**src/rtl/if_stage_pkg.sv**
```systemverilog
// Shared CPU definitions used by the fetch stage and the pipeline registers.
package if_stage_pkg;

    localparam logic [31:0] RESET_PC_DEF = 32'h0000_3000;
    localparam logic [31:0] NOP_INSTR    = 32'h0000_0000;

    // Fetch stage control state.
    typedef enum logic {
        ST_RUN    = 1'b0,
        ST_HALTED = 1'b1
    } fetch_state_e;

endpackage

```
**src/rtl/if_stage_ifid_reg.sv**
```systemverilog
// IF/ID pipeline register: instr, pc, pc4, valid.
//   flush: drop the held instruction (valid=0, instr=NOP), keep pc fields
//   kill : drop valid only, keep all payload fields
//   load : capture new fields, valid=1
//   none : hold
module ifid_reg
    import if_stage_pkg::*;
(
    input  logic        clk_i,
    input  logic        rst_i,
    input  logic        load_i,
    input  logic        flush_i,
    input  logic        kill_i,
    input  logic [31:0] instr_i,
    input  logic [31:0] pc_i,
    input  logic [31:0] pc4_i,
    output logic [31:0] instr_o,
    output logic [31:0] pc_o,
    output logic [31:0] pc4_o,
    output logic        valid_o
);

    logic [31:0] instr_q;
    logic [31:0] pc_q;
    logic [31:0] pc4_q;
    logic        valid_q;

    // Register update with priority reset > flush > kill > load > hold.
    always_ff @(posedge clk_i) begin
        if (rst_i) begin
            instr_q <= NOP_INSTR;
            pc_q    <= 32'h0;
            pc4_q   <= 32'h0;
            valid_q <= 1'b0;
        end else if (flush_i) begin
            instr_q <= NOP_INSTR;
            valid_q <= 1'b0;
        end else if (kill_i) begin
            valid_q <= 1'b0;
        end else if (load_i) begin
            instr_q <= instr_i;
            pc_q    <= pc_i;
            pc4_q   <= pc4_i;
            valid_q <= 1'b1;
        end
    end

    assign instr_o = instr_q;
    assign pc_o    = pc_q;
    assign pc4_o   = pc4_q;
    assign valid_o = valid_q;

endmodule

```
**src/rtl/if_stage.sv**
```systemverilog
// Instruction fetch stage: PC, next-PC select, RUN/HALTED control,
// fetch counter and the IF/ID register feeding decode.
module if_stage
    import if_stage_pkg::*;
#(
    parameter logic [31:0] RESET_PC = RESET_PC_DEF,
    parameter int          CNT_W    = 32
) (
    input  logic             clk_i,
    input  logic             rst_i,
    input  logic             stall_i,
    input  logic             redirect_i,
    input  logic [31:0]      redirect_pc_i,
    input  logic             halt_i,
    output logic [9:0]       im_addr_o,
    input  logic [31:0]      im_dout_i,
    output logic [31:0]      pc_o,
    output logic [31:0]      ifid_instr_o,
    output logic [31:0]      ifid_pc_o,
    output logic [31:0]      ifid_pc4_o,
    output logic             ifid_valid_o,
    output logic             halted_o,
    output logic             addr_err_o,
    output logic [CNT_W-1:0] fetch_cnt_o
);

    localparam logic [CNT_W-1:0] CNT_ONE = {{(CNT_W-1){1'b0}}, 1'b1};

    fetch_state_e     state_q, state_d;
    logic [31:0]      pc_q, pc_d;
    logic             addr_err_q, addr_err_d;
    logic [CNT_W-1:0] cnt_q, cnt_d;
    logic [31:0]      pc_plus4;
    logic             ld_ifid, flush_ifid, kill_ifid;

    assign pc_plus4 = pc_q + 32'd4;

    // Next-state decode: halt beats redirect beats stall beats advance.
    always_comb begin
        state_d    = state_q;
        pc_d       = pc_q;
        addr_err_d = addr_err_q;
        cnt_d      = cnt_q;
        ld_ifid    = 1'b0;
        flush_ifid = 1'b0;
        kill_ifid  = 1'b0;
        if (state_q == ST_RUN) begin
            if (halt_i) begin
                state_d   = ST_HALTED;
                kill_ifid = 1'b1;
            end else if (redirect_i) begin
                pc_d       = {redirect_pc_i[31:2], 2'b00};
                flush_ifid = 1'b1;
                if (redirect_pc_i[1:0] != 2'b00) begin
                    addr_err_d = 1'b1;
                end
            end else if (!stall_i) begin
                pc_d    = pc_plus4;
                ld_ifid = 1'b1;
                if (cnt_q != {CNT_W{1'b1}}) begin
                    cnt_d = cnt_q + CNT_ONE;
                end
            end
        end
    end

    // State, PC, sticky error and counter registers.
    always_ff @(posedge clk_i) begin
        if (rst_i) begin
            state_q    <= ST_RUN;
            pc_q       <= RESET_PC;
            addr_err_q <= 1'b0;
            cnt_q      <= '0;
        end else begin
            state_q    <= state_d;
            pc_q       <= pc_d;
            addr_err_q <= addr_err_d;
            cnt_q      <= cnt_d;
        end
    end

    ifid_reg u_ifid (
        .clk_i   (clk_i),
        .rst_i   (rst_i),
        .load_i  (ld_ifid),
        .flush_i (flush_ifid),
        .kill_i  (kill_ifid),
        .instr_i (im_dout_i),
        .pc_i    (pc_q),
        .pc4_i   (pc_plus4),
        .instr_o (ifid_instr_o),
        .pc_o    (ifid_pc_o),
        .pc4_o   (ifid_pc4_o),
        .valid_o (ifid_valid_o)
    );

    assign im_addr_o   = pc_q[11:2];
    assign pc_o        = pc_q;
    assign halted_o    = (state_q == ST_HALTED);
    assign addr_err_o  = addr_err_q;
    assign fetch_cnt_o = cnt_q;

endmodule

```
**config.mk**
```make
export PLATFORM = sky130hd
export DESIGN_NAME = if_stage
export DESIGN_NICKNAME = d
export VERILOG_FILES = /design/src/rtl/if_stage_pkg.sv /design/src/rtl/if_stage_ifid_reg.sv /design/src/rtl/if_stage.sv
export SDC_FILE = /design/constraint.sdc
export NUM_CORES = 1
export LEC_CHECK = 0
export ABC_AREA = 1
export CAP_MARGIN = 20
export CORE_UTILIZATION = 35
export CTS_CLUSTER_DIAMETER = 30
export CTS_CLUSTER_SIZE = 25
export DETAILED_ROUTE_END_ITERATION = 10
export PLACE_DENSITY = 0.64
export RECOVER_POWER = 25
export SETUP_SLACK_MARGIN = 0.2
export SLEW_MARGIN = 30
export SYNTH_ARGS = -nofsm -noshare
export SYNTH_HDL_FRONTEND = slang
export SYNTH_SLANG_ARGS = --single-unit
```
**constraint.sdc**
```tcl
create_clock -name clk_i -period 1.96 [get_ports clk_i]
set_input_delay 0.392 -clock clk_i [delete_from_list [all_inputs] [get_ports clk_i]]
set_output_delay 0.392 -clock clk_i [all_outputs]
set_load 0.05 [all_outputs]
```
# Yosys cells after proc, flatten, opt, wreduce, memory -nomap -nowiden
# Index checks and enable logic that the tools add are counted.
# totals
register_bits,163
inputBits,69
# op_classes
addsub,2
eq_ne,2
mux,12
bitwise,6
reduce_logical,8
# op_table
op,count
$mux 32,2
$add 32x1->32 const B,1
$add 32x3->32 const B,1
$ne 32x32->1 const B,1
$mux 1,10
$not 1->1,6
$reduce_and 3->1,2
$reduce_and 5->1,1
$reduce_and 4->1,1
$reduce_or 3->1,1
$ne 2x1->1 const B,1
$reduce_and 2->1,1
$reduce_bool 2->1,1
$reduce_or 2->1,1

# Logic depth before layout (Yosys ltp)
# logic_depth
depth_word,5
mapped_depth,11
ltp_nobuf,10

# Modules after synthesis
# From an unflattened synthesis, not the netlist that was laid out.
# hier_totals
cells_unflattened,1291
hier_area_um2,8345.5
# by_module_without_submodules
module,instances,cells_per_inst,area_each_um2
if_stage,1,725,4383.0
ifid_reg,1,566,3962.6

# Least setup slack after synthesis
# OpenSTA, ideal clock, no wires.
# synth_timing
kind,register to register
start,register cnt_q[1] (netlist: fetch_cnt_o[1])
end,register cnt_q[14] (netlist: fetch_cnt_o[14])
arrival_ns,1.991
required_time_ns,1.889
path_slack_ns,-0.102
path_stages_with_launch,12
synth_period_minus_slack_ns,2.062
cell_sequence,dfxtp_1 -> ha_1 -> inv_1 -> nor2_4 -> nand2_4 -> nor2_8 -> nand2_4 -> nand2_4 -> buf_12 -> buf_12 -> nand2_1 -> a21oi_2
# synth_via
elab_chain_len,2
word_cells_on_any_way,3
# synth_lines
element,line,source
"start, declared",if_stage.sv:32,"logic [CNT_W-1:0] cnt_q, cnt_d;"
"start signal, assigned",if_stage.sv:78,cnt_q <= cnt_d;
"parallel branches: the longest is 2 deep, another holds $add 32x1->32",--,
# Several ways; the timed one is not identified.
# A chain may end at the register's enable or synchronous reset.

# Worst setup path after layout
# layout_timing
start,register cnt_q[16] (netlist: fetch_cnt_o[16])
end,output port fetch_cnt_o[16]
# layout_rtl
element,line,source
"end, declared",if_stage.sv:24,output logic [CNT_W-1:0] fetch_cnt_o
# No word-level cell between the ends.

==> run summary <==
TIMING
--------------------------------------------------------------------------------
Final count of negative-setup-slack endpoints                                  0
PnR worst setup slack                                                   0.208 ns
Fin Clk Skew                                                           0.0147 ns
Final worst-path cycle share                                               0.894
Unrepaired setup endpoints after global routing                              yes
Final critical path time including I/O delays and setup                  1.75 ns
Measured slew at the worst slew-check pin                               0.743 ns
Max Clk Rate                                                           0.571 GHz
Hold_ws                                                                 0.371 ns
Number of max-slew violations in the final report                              0
Headroom to the max-slew limit                                             0.507
Hold violation total from the final report                                     0
Setup total negative slack                                                  0 ns

WORST SETUP PATH
--------------------------------------------------------------------------------
Data arrival at the endpoint of the critical path                        1.36 ns
Critical path cell sequence                                         buf_4 -> clkbuf_1
CP max stage cell                                                   sky130_fd_sc_hd__clkbuf_1
CP top delay family                                                 buffers and inverters
Nature of the critical path endpoint                                  output pin
Kind of launch point of the worst setup path                           flip-flop
Worst path bufs/invs                                                           2
Biggest cell delay along the critical path                               0.47 ns
Critical path required time                                              1.57 ns
Largest fanout on the critical path                                            5
Type of the worst setup path                                        flip-flop to output pin

CLOCKING
--------------------------------------------------------------------------------
Number of buffers on the longest clock path                                    2
Clock slew at reported path FFs                                          0.07 ns
CTS H-tree lvls                                                                4
Clock latency reported for the late side of the worst-skew pair          0.43 ns
CTS tree                                                                    done
Cts bufs inserted                                                             17
Clk Tree Root Cell                                                  sky130_fd_sc_hd__clkbuf_16
Number of hold buffers added after cts                                         0
Clock sinks                                                                  157

PWR
--------------------------------------------------------------------------------
Leakage                                                                  4.49 nW
Power density cells                                                  758 mW/mm^2
Post-layout power                                                        8.05 mW
Worst vdd rail ir drop                                                    593 uV

DIE
--------------------------------------------------------------------------------
Initial core utilization                                                   0.360
Die width                                                                 150 um
Floorplan Core Area                                                  0.0212 mm^2
Count of boundary I/O pins                                                   242
Total die area                                                       0.0224 mm^2
Chip height                                                               150 um
Row Count                                                                     53

CELLS AND AREA
--------------------------------------------------------------------------------
Final design utilization                                                   0.501
Total Nets Final                                                           1,443
Cell area after layout                                               0.0106 mm^2
Cell Count, Final, Fillers Out                                             1,662
Fraction of layout instances using a drive strength above 1                0.158
Layout overhead on the synthesized area                                    39.1%

SYNTH
--------------------------------------------------------------------------------
Sequential element share of the synthesized area                           0.412
Most instantiated library cell after synthesis                      sky130_fd_sc_hd__nand2_1
Post-synthesis cell type count                                                34
Fraction of synthesized cell area taken by the top area cell type          0.412
Synthesized area per cell                                              6.74 um^2
Netlist area before placement                                       0.00764 mm^2
Cell count after synthesis                                                 1,133
Yosys warning total                                                            0
Flip-flop and latch count after synthesis                                    157
Leading register cell type out of synthesis                         sky130_fd_sc_hd__dfxtp_1
Number of enable flip-flop cells after synthesis                               0
Share of flip-flops with an asynchronous set or reset                          0
Most common library cells after synthesis                           sky130_fd_sc_hd__nand2_1 (326), sky130_fd_sc_hd__nor2_1 (174), sky130_fd_sc_hd__dfxtp_1 (157), sky130_fd_sc_hd__a21oi_1 (100), sky130_fd_sc_hd__o21ai_0 (92)
Largest area contributor in the synthesized netlist                 sky130_fd_sc_hd__dfxtp_1
Synth area leaders                                                  sky130_fd_sc_hd__dfxtp_1 (41%), sky130_fd_sc_hd__nand2_1 (16%), sky130_fd_sc_hd__nor2_1 (8.6%)

DRT
--------------------------------------------------------------------------------
Mean routed wirelength per cell                                          15.7 um
Highest signal layer in the routed design                                   met4
Detailed-route via count                                                   8,063
WL met1                                                                  10.9 mm
Number of DRC violations after detailed routing                                0
Aggregate routed wire length                                             26.1 mm
Violation count after the first detailed-routing iteration                   387
Routed length on met2                                                    12.7 mm
Detail-routed via count per cell                                            4.85
Antenna Violating Nets Remaining                                               0
Number of iterations in the first detailed-routing pass                        7
Metal3 WL                                                                1.92 mm

PLACED DESIGN
--------------------------------------------------------------------------------
Final weighted congestion in routability-driven placement                  0.917
Placement-stage cell area                                            0.0102 mm^2
Final HPWL from detailed placement                                       19.0 mm
Pre-CTS setup slack                                                    -0.141 ns
Total instance count after detailed placement                              1,624
Quantity of I/O buffers inserted on ports                                    235

GRT
--------------------------------------------------------------------------------
Global-route wire length before repair                                   39.8 mm
Total routing usage reported by global routing                             0.232
Maximum number of pins on one net before global-route repair                  62
Gr ovfl total                                                                  0
Number of antenna violations at the first check in global routing              2
Number of global-route vias before repair                                  7,405

OUTCOME
--------------------------------------------------------------------------------
Outcome                                                             finished, final reports clean

WORST HOLD PATH
--------------------------------------------------------------------------------
Tightest Hold Check Type                                            primary input to flip-flop

JOB
--------------------------------------------------------------------------------
Number of maximum-capacitance violations                                       0

## cell usage in the layout, fill, tap and decap left out, types with 36 or more instances in the layout
| cell | count |
|---|---|
| sky130_fd_sc_hd__nand2_1 | 324 |
| sky130_fd_sc_hd__inv_1 | 78 |
| sky130_fd_sc_hd__o21ai_0 | 91 |
| sky130_fd_sc_hd__nor2_1 | 169 |
| sky130_fd_sc_hd__clkdlybuf4s50_1 | 67 |
| sky130_fd_sc_hd__a21oi_1 | 99 |
| sky130_fd_sc_hd__dlygate4sd2_1 | 61 |
| sky130_fd_sc_hd__dfxtp_2 | 42 |
| sky130_fd_sc_hd__dfxtp_1 | 113 |
| sky130_fd_sc_hd__clkbuf_1 | 51 |
| sky130_fd_sc_hd__nand3_1 | 36 |
| sky130_fd_sc_hd__buf_4 | 55 |
## report_power, final
part           switching, mW  internal [mW]  leakage [nW]
sequential             0.127           3.31          1.30
clock                   1.55           1.69         0.285
combinational          0.955          0.409          2.91
## cells by family after synthesis
logic type / Yosys count / share of synthesized area
simple gates: 571 / 0.304
compound gates: 225 / 0.161
flops: 157 / 0.412
buf+inv: 151 / 0.0898
xor+xnor: 26 / 0.0298
fa+ha+maj: 2 / 0.00328
other cells: 1 / 0.000491
## worst min-delay path: cells and delay by family
kind | cells | cell delay [ns]
and+or+nand+nor | 1 | 0.12
buffers and inverters | 2 | 0.25
## flip-flops by register name, summed over array words and instances, names as in the netlist
name	count
fetch_cnt_o	32
u_ifid.instr_o	32
pc_o	30
u_ifid.pc4_o	30
u_ifid.pc_o	30
addr_err_o	1
halted_o	1
u_ifid.valid_o	1
## layout make-up
class                   count  area [um^2]
well taps                 275          344
clock inverters            15          144
multi-input cells         830         3900
diodes                      2         5.00
clock buffers              17          425
repair buffers            284         2290
fillers                  2208        10600
flip-flops and latches    157         3200
inverters                  82          314
## per-layer routing
| metal | global-route usage | up-vias |
|---|---|---|
| met4 | 0.0808 | 0 |
| met5 | 0 | - |
| met2 | 0.386 | 268 |
| met3 | 0.0564 | 34 |
| met1 | 0.290 | 3715 |
| li1 | - | 4046 |
## worst paths after layout
kind	startpoint	endpoint	depth (start not counted)	slack (ns)
max reg2reg	pc_o[10]$_SDFFE_PP0P_	u_ifid.pc4_o[22]$_SDFFE_PP0P_	10	0.30
max	fetch_cnt_o[16]$_SDFFE_PP0P_	fetch_cnt_o[16]	2	0.21
min	rst_i	pc_o[12]$_SDFFE_PP1P_	3	0.37
min reg2reg	u_ifid.instr_o[0]$_SDFFE_PP0P_	u_ifid.instr_o[0]$_SDFFE_PP0P_	2	0.46
## repair_timing
| action | in CTS | in global routing |
|---|---|---|
| pin swaps | 0 | 2 |
| setup buffers | 0 | 3 |
| endpoints found under the setup margin | 132 | 81 |
| cloned | 0 | 1 |
| resized for setup | 127 | 48 |
(Power assumes the default switching activity.)
